--- config.mk ---
export PLATFORM = sky130hd
export DESIGN_NAME = uart_tx_cfg
export DESIGN_NICKNAME = d
export VERILOG_FILES = /design/src/rtl/uart_pkg.sv /design/src/rtl/uart_baud_gen.sv /design/src/rtl/uart_tx_cfg.sv
export SDC_FILE = /design/constraint.sdc
export NUM_CORES = 1
export LEC_CHECK = 0
export CORE_ASPECT_RATIO = 0.9
export CORE_MARGIN = 2
export CORE_UTILIZATION = 51
export CTS_CLUSTER_SIZE = 16
export DETAILED_ROUTE_END_ITERATION = 7
export GPL_TIMING_DRIVEN = 0
export PLACE_DENSITY = 0.76
export SYNTH_ARGS = -nofsm -noshare
export SYNTH_HDL_FRONTEND = slang
export SYNTH_SLANG_ARGS = --single-unit
--- constraint.sdc ---
create_clock -name CLKip -period 2.6 [get_ports CLKip]
set_input_delay 0.52 -clock CLKip [delete_from_list [all_inputs] [get_ports CLKip]]
set_output_delay 0.52 -clock CLKip [all_outputs]
set_load 0.02 [all_outputs]
--- src/rtl/uart_pkg.sv ---
// uart_pkg
//   Shared types and constants for the configurable UART transmitter.
//   par_mode_t  : parity selection presented on PAR_MODEi (2'b11 reserved, means none)
//   tx_state_t  : transmitter frame states
//   MIN_CLK_PER_BIT : smallest bit period the divisor is clamped to
//   Parity support is built only when UART_TX_PARITY_EN is defined; the helpers
//   below are harmless when it is not.
package uart_pkg;

  typedef enum logic [1:0] {
    PAR_NONE = 2'b00,
    PAR_EVEN = 2'b01,
    PAR_ODD  = 2'b10
  } par_mode_t;

  typedef enum logic [2:0] {
    IDLE,
    START,
    DATA,
    PARITY,
    STOP
  } tx_state_t;

  localparam int MIN_CLK_PER_BIT = 2;

  // Reserved encoding 2'b11 falls through to "no parity bit".
  function automatic logic par_enabled(input logic [1:0] mode);
    return (mode == PAR_EVEN) || (mode == PAR_ODD);
  endfunction

  function automatic logic par_bit(input logic [1:0] mode, input logic data_xor);
    return (mode == PAR_ODD) ? ~data_xor : data_xor;
  endfunction

endpackage

--- src/rtl/uart_baud_gen.sv ---
// uart_baud_gen
//   Bit-period timer for the UART transmitter. The divisor is captured on load,
//   clamped to MIN_CLK_PER_BIT, and held for the whole frame.
//   Ports:
//     CLKip   in  1         system clock
//     RSTNi   in  1         asynchronous active-low reset
//     load    in  1         capture div and restart the count at 0
//     run     in  1         count while a frame is in progress
//     div     in  DIV_WDTH  requested clocks per bit
//     bit_end out 1         high on the last clock of every bit
module uart_baud_gen
  import uart_pkg::*;
#(
  parameter int DIV_WDTH = 16
) (
  input  logic                CLKip,
  input  logic                RSTNi,
  input  logic                load,
  input  logic                run,
  input  logic [DIV_WDTH-1:0] div,
  output logic                bit_end
);

  localparam logic [DIV_WDTH-1:0] DIV_MIN = DIV_WDTH'(MIN_CLK_PER_BIT);

  logic [DIV_WDTH-1:0] div_q;
  logic [DIV_WDTH-1:0] cnt_q;
  logic [DIV_WDTH-1:0] div_clamped;

  assign div_clamped = (div < DIV_MIN) ? DIV_MIN : div;
  assign bit_end     = run && (cnt_q == (div_q - DIV_WDTH'(1)));

  always_ff @(posedge CLKip or negedge RSTNi) begin
    if (!RSTNi) begin
      div_q <= DIV_MIN;
      cnt_q <= '0;
    end else if (load) begin
      div_q <= div_clamped;
      cnt_q <= '0;
    end else if (run) begin
      if (bit_end) cnt_q <= '0;
      else         cnt_q <= cnt_q + DIV_WDTH'(1);
    end
  end

endmodule

--- src/rtl/uart_tx_cfg.sv ---
// uart_tx_cfg
//   Configurable UART transmitter: start + DATA_WDTH data bits (LSB first)
//   + optional parity + 1 or 2 stop bits. Words arrive on a valid/ready handshake;
//   data and frame configuration are latched on accept.
//   Optional build macro: UART_TX_PARITY_EN (parity bit and PARITY state built).
//   Ports:
//     CLKip        in  1          system clock
//     RSTNi        in  1          asynchronous active-low reset
//     TX_DATAi     in  DATA_WDTH  word to send
//     TX_VALIDi    in  1          word available
//     TX_READYo    out 1          ready to accept (IDLE only)
//     CLK_PER_BITi in  DIV_WDTH   clocks per bit (0 and 1 act as 2)
//     STOP2i       in  1          two stop bits when 1
//     PAR_MODEi    in  2          parity mode (par_mode_t)
//     BUSYo        out 1          frame in progress
//     DONEo        out 1          one-cycle pulse after the last stop bit
//     DATAo        out 1          serial line, idle high
//
//   state  | meaning
//   IDLE   | line high, ready for a word
//   START  | start bit (line low)
//   DATA   | data bits, LSB first
//   PARITY | parity bit (only with UART_TX_PARITY_EN)
//   STOP   | one or two stop bits (line high)
module uart_tx_cfg
  import uart_pkg::*;
#(
  parameter int DATA_WDTH = 8,
  parameter int DIV_WDTH  = 16
) (
  input  logic                 CLKip,
  input  logic                 RSTNi,
  input  logic [DATA_WDTH-1:0] TX_DATAi,
  input  logic                 TX_VALIDi,
  output logic                 TX_READYo,
  input  logic [DIV_WDTH-1:0]  CLK_PER_BITi,
  input  logic                 STOP2i,
  input  logic [1:0]           PAR_MODEi,
  output logic                 BUSYo,
  output logic                 DONEo,
  output logic                 DATAo
);

  localparam int IDX_WDTH = (DATA_WDTH > 1) ? $clog2(DATA_WDTH) : 1;
  localparam logic [IDX_WDTH-1:0] IDX_LAST = IDX_WDTH'(DATA_WDTH - 1);

  tx_state_t            state_q, state_nxt;
  logic [DATA_WDTH-1:0] data_q;
  logic [IDX_WDTH-1:0]  bit_idx_q, idx_nxt;
  logic                 stop2_q;
  logic                 stop_cnt_q;
  logic                 accept;
  logic                 bit_end;
  logic                 last_data;

  logic ready_q, busy_q, done_q, line_q;
  logic ready_d, busy_d, done_d, line_d;

`ifdef UART_TX_PARITY_EN
  logic par_en_q;
  logic par_q;
`else
  logic unused_par_mode;
  assign unused_par_mode = ^PAR_MODEi;
`endif

  // ready_q is only ever high while in IDLE, so it doubles as the accept gate.
  assign accept    = TX_VALIDi && ready_q;
  assign last_data = (bit_idx_q == IDX_LAST);
  assign idx_nxt   = (state_q == DATA && bit_end) ? bit_idx_q + IDX_WDTH'(1) : bit_idx_q;

  uart_baud_gen #(
    .DIV_WDTH(DIV_WDTH)
  ) u_baud (
    .CLKip  (CLKip),
    .RSTNi  (RSTNi),
    .load   (accept),
    .run    (state_q != IDLE),
    .div    (CLK_PER_BITi),
    .bit_end(bit_end)
  );

  always_ff @(posedge CLKip or negedge RSTNi) begin
    if (!RSTNi) state_q <= IDLE;
    else        state_q <= state_nxt;
  end

  always_comb begin
    state_nxt = state_q;
    case (state_q)
      IDLE:  if (accept) state_nxt = START;
      START: if (bit_end) state_nxt = DATA;
      DATA: begin
        if (bit_end && last_data) begin
`ifdef UART_TX_PARITY_EN
          state_nxt = par_en_q ? PARITY : STOP;
`else
          state_nxt = STOP;
`endif
        end
      end
`ifdef UART_TX_PARITY_EN
      PARITY: if (bit_end) state_nxt = STOP;
`endif
      STOP:  if (bit_end && (stop_cnt_q == stop2_q)) state_nxt = IDLE;
      default: state_nxt = IDLE;
    endcase
  end

  // Output values are decoded from the next state and registered, so every
  // output changes on the same edge as the state it reflects.
  always_comb begin
    line_d  = 1'b1;
    busy_d  = (state_nxt != IDLE);
    ready_d = (state_nxt == IDLE);
    done_d  = (state_q == STOP) && (state_nxt == IDLE);
    case (state_nxt)
      START:  line_d = 1'b0;
      DATA:   line_d = data_q[idx_nxt];
`ifdef UART_TX_PARITY_EN
      PARITY: line_d = par_q;
`endif
      default: line_d = 1'b1;
    endcase
  end

  always_ff @(posedge CLKip or negedge RSTNi) begin
    if (!RSTNi) begin
      line_q  <= 1'b1;
      busy_q  <= 1'b0;
      done_q  <= 1'b0;
      ready_q <= 1'b0;
    end else begin
      line_q  <= line_d;
      busy_q  <= busy_d;
      done_q  <= done_d;
      ready_q <= ready_d;
    end
  end

  always_ff @(posedge CLKip or negedge RSTNi) begin
    if (!RSTNi) begin
      data_q     <= '0;
      bit_idx_q  <= '0;
      stop2_q    <= 1'b0;
      stop_cnt_q <= 1'b0;
    end else begin
      if (accept) begin
        data_q     <= TX_DATAi;
        stop2_q    <= STOP2i;
        bit_idx_q  <= '0;
        stop_cnt_q <= 1'b0;
      end else begin
        bit_idx_q <= idx_nxt;
        if (state_q == STOP && bit_end) stop_cnt_q <= 1'b1;
      end
    end
  end

`ifdef UART_TX_PARITY_EN
  always_ff @(posedge CLKip or negedge RSTNi) begin
    if (!RSTNi) begin
      par_en_q <= 1'b0;
      par_q    <= 1'b0;
    end else if (accept) begin
      par_en_q <= par_enabled(PAR_MODEi);
      par_q    <= par_bit(PAR_MODEi, ^TX_DATAi);
    end
  end
`endif

  assign TX_READYo = ready_q;
  assign BUSYo     = busy_q;
  assign DONEo     = done_q;
  assign DATAo     = line_q;

endmodule

==> results of run 1 <==
==> metal layers <==
layer	vias to the layer above	wire [um]	part of all wire [%]	track usage, %
met2	83	3370	48	39.3
li1	1222	-	-	-
met5	-	0	0	0
met3	15	368	5.2	4.66
met1	1203	3130	44	30.9
met4	0	168	2.4	9.32
==> final cells by class <==
type                       instances  area, sq um  share of cell area, %
clock inverter                     3         90.1                   2.41
tap                               70         87.6                   2.35
sequential                        52         1310                   35.0
clock buffer                       5         68.8                   1.84
inverter                           6         22.5                  0.603
multi-input combinational        246         1680                   45.0
buffer                            12         71.3                   1.91
timing repair buffer              43          408                   10.9
==> power breakdown <==
| part | switching, uW | internal [uW] |
|---|---|---|
| clock network | 274 | 481 |
| registers | 308 | 1060 |
| logic | 876 | 808 |
| total | 1460 | 2350 |
==> cells in the final DEF, fill, tap and decap left out, types with 4 or more instances in the layout <==
cell             instances
a22o_1                   4
a21oi_1                 15
nand3_1                  8
mux4_2                   4
a21o_1                   6
clkbuf_1                 8
o21ai_0                  5
nor3_1                   7
dfrtp_1                 48
clkbuf_8                 5
nand2_1                 69
nor4_1                   5
nand2b_1                11
buf_4                   11
xor2_1                   8
a31oi_1                 12
clkdlybuf4s50_1         30
inv_1                    4
and3_1                  11
nor2_1                  11
xnor2_1                 15
mux2i_1                  6
==> flip-flops by register name (all words and copies together) (netlist names) <==
register / count
u_baud.cnt_q: 16
u_baud.div_q: 16
data_q: 8
bit_idx_q: 3
state_q: 3
BUSYo: 1
DATAo: 1
DONEo: 1
TX_READYo: 1
stop2_q: 1
stop_cnt_q: 1
==> worst max-delay path, cell delays in order, from the launching register on <==
cell	delay, ns
dfrtp_1	0.39
or4_4	0.54
or3_4	0.38
nand2_1	0.10
and4bb_1	0.24
and4_4	0.27
nand3_1	0.10
a21o_1	0.22
or3_1	0.38
==> path summary, 6_finish.rpt <==
check	start	to	slack, ns	cells after the start
setup / recovery	u_baud.div_q[10]	BUSYo	-0.13	8
hold / removal	RSTNi	u_baud.cnt_q[2]	0.21	1
setup reg to reg	u_baud.div_q[10]	BUSYo	-0.13	8
hold reg to reg	data_q[7]	data_q[7]	0.51	2
max in group asynchronous	RSTNi	DATAo	1.77	2
min in group CLKip	data_q[7]	data_q[7]	0.51	2
==> per-stage QoR <==
| step | instances | utilization [%] | instance area [sq um] |
|---|---|---|---|
| after floorplan | 316 | - | 2930 |
| after global placement | 417 | 59.5 | 3330 |
| after detailed placement | 418 | 59.7 | 3340 |
| after CTS | 432 | 64.8 | 3620 |
| after global routing | 437 | 66.7 | 3730 |
| final | 437 | 66.7 | 3730 |
==> timing repair <==
item | in CTS | in global routing
setup buffers | 6 | 5
cloned | 0 | 0
pin swaps | 4 | 4
hold endpoints to repair | 0 | 0
hold buffers | 0 | 0
endpoints found under the setup margin | 23 | 23
gates resized for setup | 17 | 15
==> logic make-up (layout without fill, tap and decap cells) <==
logic type,Yosys count,count (layout),synth area share (%)
AOI/OAI and AO/OA,56,56,12.5
xor gates and xnor gates,23,23,6.88
adders and majority gates,4,4,1.71
buffers and inverters,18,69,2.99
DFF,52,52,44.5
muxes,12,12,5.90
and+or+nand+nor,151,151,25.4
==> impl_metrics.yaml, run 1 <==
yosys:
  synth.cell_area_sq_mm: 0.00293
  netlist_top_cells_count: "nand2_1, dfrtp_1, a21oi_1, xnor2_1"
  synth_cell_type_count: 48
  yosysWarnings: 0
  synth_top_flop_cell: "dfrtp_1"
  yosys.cell_count.top_type: "nand2_1"
  synth-seq-cells: 52
  synth_area_per_cell_sq_um: 9.26
  synth.area.top_cells: "dfrtp_1, nand2_1, xnor2_1"
  synth_async_sr_flop_share_pct: 100
  yosysSeqAreaShare_pct: 44.5
  synth_edf_count: 0
  syn-instance-count: 316
  synth_nets: 350
  synth_top_area_share_pct: 42.8
  yosysTopAreaCell: "dfrtp_1"
pwr:
  power_uw: 3810
  ir_worst_vdd_v: 0.000692
  cellPowerDensity_mw_per_mm2: 1020
  power_leakage_uw: 0.00170
die:
  io-pin-count: 34
  initial_core_util_pct: 52.3
  row_count: 26
  fp.dieArea_sq_mm: 0.00636
  die_w_um: 83.9
  fp.dieH_um: 75.9
  coreArea_sq_mm: 0.00560
place:
  pre_cts_slack_ns: -0.227
  dp_hpwl_um: 4740
  gp_congestion: 0.828
  portBuffers: 31
routing:
  drtPass1Iterations: 4
  drc: 0
  detail-route-antenna-nets: 0
  vias_per_cell: 5.77
  wirelength_um: 7030
  first_iter_violations: 170
  via_count: 2523
  wl_per_cell_um: 16.1
critical_path:
  critPathLaunchType: "flip-flop"
  cp_max_fo: 6
  worstSetupEndpointType: "flip-flop"
  cp.arrival_ns: 2.93
  worst_ep_required_time_ns: 2.79
  crit_type: "flip-flop to flip-flop"
timing:
  finalHoldViolCount: 0
  tightest_slew_ns: 0.607
  period_share_pct: 105
  max-slew-margin-rel_pct: 59.5
  rsz0062_at_grt: "true"
  tns_ns: -0.431
  finalClockSkew_ns: 0.00888
  setup_violations: 11
  slew_violations: 0
  fin_crit_ns: 2.73
  fin_hold_ws_ns: 0.207
  clock.fmax_mhz: 366
  setup_slack_ns: -0.130
run_status:
  violations: "negative setup slack"
  status: "finished, violations left"
grt:
  antenna_found_initial: 0
  grt_pass1_wl_um: 11700
  grt_start_max_net_pins: 28
  grt_overflow: 0
  grt_pass1_vias: 2410
  gr-usage-all-layers_pct: 23.5
clock_tree:
  cts-buffers-inserted: 5
  htreeDepth: 2
  cts_tree: "done"
  cts_max_path_buffers: 2
  worstSkewPairLatency_ns: 0.31
  clk_pin_slew_ns: 0.09
  clkSinkCount: 52
  cts-root-buf: "clkbuf_8"
finish:
  syn_to_final_growth_pct: 27.6
  n_fill_cell: 441
  drive_gt1_share_pct: 16.9
  diodes: 0
  nNetsFinal: 400
job:
  max-cap-violations: 0
hold_path:
  holdCritPathClass: "input port to asynchronous set/reset pin"
Power figures use the tool's default switching activity.
==> inputs of run 2 (changes only) <==
--- a/config.mk
+++ b/config.mk
@@ -8,9 +8,9 @@
 export CORE_ASPECT_RATIO = 0.9
 export CORE_MARGIN = 2
 export CORE_UTILIZATION = 51
+export CTS_CLUSTER_DIAMETER = 200
 export CTS_CLUSTER_SIZE = 16
 export DETAILED_ROUTE_END_ITERATION = 7
-export GPL_TIMING_DRIVEN = 0
 export PLACE_DENSITY = 0.76
 export SYNTH_ARGS = -nofsm -noshare
 export SYNTH_HDL_FRONTEND = slang
==> constraint.sdc (replaced) <==
create_clock -name CLKip -period 2.3 [get_ports CLKip]
set_input_delay 0.46 -clock CLKip [delete_from_list [all_inputs] [get_ports CLKip]]
set_output_delay 0.46 -clock CLKip [all_outputs]
set_load 0.02 [all_outputs]
==> run 2 against run 1 <==
Net effect:
- the run still ends with negative setup slack left
- die area unchanged
- critical path type unchanged
- core utilization increased by 3.1 points
- clock power shrank 15%
- register-to-register slack worse by 0.25 ns
- via count rose by 3.5%
- global-route usage down 0.26 points
- combinational power up 32%
- maximum frequency increased by 2.0%
- clock skew is 0.00061 ns higher
==> impl_metrics.yaml, run 2 (same netlist as run 1, synthesis figures left out) <==
clock_tree:
  cts-root-buf: "clkbuf_8"
  cts_max_path_buffers: 2
  cts-buffers-inserted: 5
  ctsHoldBuffers: 0
  htreeDepth: 2
  clk_pin_slew_ns: 0.10
  cts_tree: "done"
  worstSkewPairLatency_ns: 0.31
  clkSinkCount: 52
timing:
  setup_violations: 27
  fin_hold_ws_ns: 0.143
  max-slew-margin-rel_pct: 60.5
  clock.fmax_mhz: 373
  slew_violations: 0
  setup_slack_ns: -0.378
  finalHoldViolCount: 0
  finalClockSkew_ns: 0.00950
  period_share_pct: 116
  rsz0062_at_grt: "true"
  tightest_slew_ns: 0.592
  fin_crit_ns: 2.68
place:
  portBuffers: 31
  gp_congestion: 0.865
  place_area_sq_mm: 0.00360
  pre_cts_slack_ns: -0.381
  dp_hpwl_um: 5000
  dp_cells: 445
die:
  die_w_um: 83.9
  initial_core_util_pct: 52.3
  row_count: 26
  fp.dieH_um: 75.9
  coreArea_sq_mm: 0.00560
  fp.dieArea_sq_mm: 0.00636
  io-pin-count: 34
finish:
  instances_no_fill: 457
  fin_area_sq_mm: 0.00391
  layout_common_cells: "nand2_1, dfrtp_1, buf_4, clkdlybuf4s50_1, xnor2_1"
  top_regs: "u_baud.cnt_q x16, u_baud.div_q x16, data_q x8"
  syn_to_final_growth_pct: 33.5
  drive_gt1_share_pct: 24.5
  final_common_cell: "nand2_1"
  final_core_util_pct: 69.8
  nNetsFinal: 420
  diodes: 0
pwr:
  power_leakage_uw: 0.00184
  cellPowerDensity_mw_per_mm2: 1100
  ir_worst_vdd_v: 0.000712
critical_path:
  r2r_start: "u_baud.div_q[11]"
  worst_ep_required_time_ns: 2.51
  slowest_stage: "or4_4"
  cp_max_fo: 6
  rrSetupSlack_ns: -0.38
  cp_cell_sequence: "or4_4, or3_4, nand2_2, and4bb_1, and4_4, a21boi_4, buf_12, buf_6, a21o_1, a22o_1"
  startpoint: "u_baud.div_q[11]"
  slowest_delay_ns: 0.56
  worstSetupEndpointType: "flip-flop"
  crit_type: "flip-flop to flip-flop"
  cp.arrival_ns: 2.89
  critPathLaunchType: "flip-flop"
grt:
  grt_pass1_vias: 2536
  gr-usage-all-layers_pct: 23.2
  grt_overflow: 0
  grt_pass1_wl_um: 11700
  grt_start_max_net_pins: 31
  antenna_found_initial: 0
routing:
  via_count: 2611
  vias_per_cell: 5.71
  drc: 0
  wirelength_um: 7290
  detail-route-antenna-nets: 0
  first_iter_violations: 151
  drtPass1Iterations: 4
  wl_per_cell_um: 16.0
job:
  max-cap-violations: 0
run_status:
  status: "finished, violations left"
  violations: "negative setup slack"
hold_path:
  holdCritPathClass: "input port to asynchronous set/reset pin"
## run 2: cell count changes in the layout (fill, tap and decap cells not counted), sizes merged
cell / change
buf: +28
clkinv: +2
clkbuf: -8
bufinv: -2
## run 2: report_power, final
| part | leakage, uW | internal [uW] | switching [uW] | total (uW) |
|---|---|---|---|---|
| sequential | 0.000665 | 1200 | 257 | 1460 |
| combinational | 0.00112 | 1140 | 1060 | 2210 |
| clock | 0.0000583 | 328 | 317 | 645 |
## run 2: layout make-up
class | instances | area [sq um]
Clock inverter | 3 | 47.5
Multi-Input combinational cell | 246 | 1670
Inverter | 6 | 22.5
Fill cell | 425 | 1690
Sequential cell | 52 | 1300
Timing Repair Buffer | 75 | 709
Tap cell | 70 | 87.6
Clock buffer | 5 | 68.8
## run 2: final timing paths
path	cells after the start	end
min reg2reg	2	u_baud.div_q[15]
max in group asynchronous	2	DATAo
max	10	u_baud.cnt_q[14]
max reg2reg	10	u_baud.cnt_q[14]
min in group CLKip	2	u_baud.div_q[15]
min	1	u_baud.cnt_q[2]
## run 2: timing repair
item,CTS,global route
gates resized for setup,16,17
endpoints found under the hold margin,0,0
setup buffers,1,3
setup endpoints to repair,27,27
gates cloned,1,1
pin swaps,15,9
## run 2: worst max-delay path, delay by kind of cell (launching register included)
kind                   cells  cell delay [ns]
and+or+nand+nor            5             1.50
AOI/OAI and AO/OA          3             0.42
DFF                        1             0.39
buffers and inverters      2             0.26
## run 2: layer usage
metal / wire, um / vias up / share of wire, % / GRT usage, %
met3: 288 / 12 / 4.0 / 2.82
li1: - / 1258 / - / -
met5: 0 / - / 0 / 0
met2: 3720 / 75 / 51 / 41.0
met1: 3180 / 1266 / 44 / 30.5
met4: 104 / 0 / 1.4 / 8.06
## run 2: stage by stage
step | TNS [ns] | total power (uW)
final | -6.57 | 4310
after global routing | -8.90 | 4590
after CTS | -5.74 | 4120
after detailed placement | -7.25 | 3360
after global placement | -5.83 | 3280
after floorplan | -3.02 | 2620
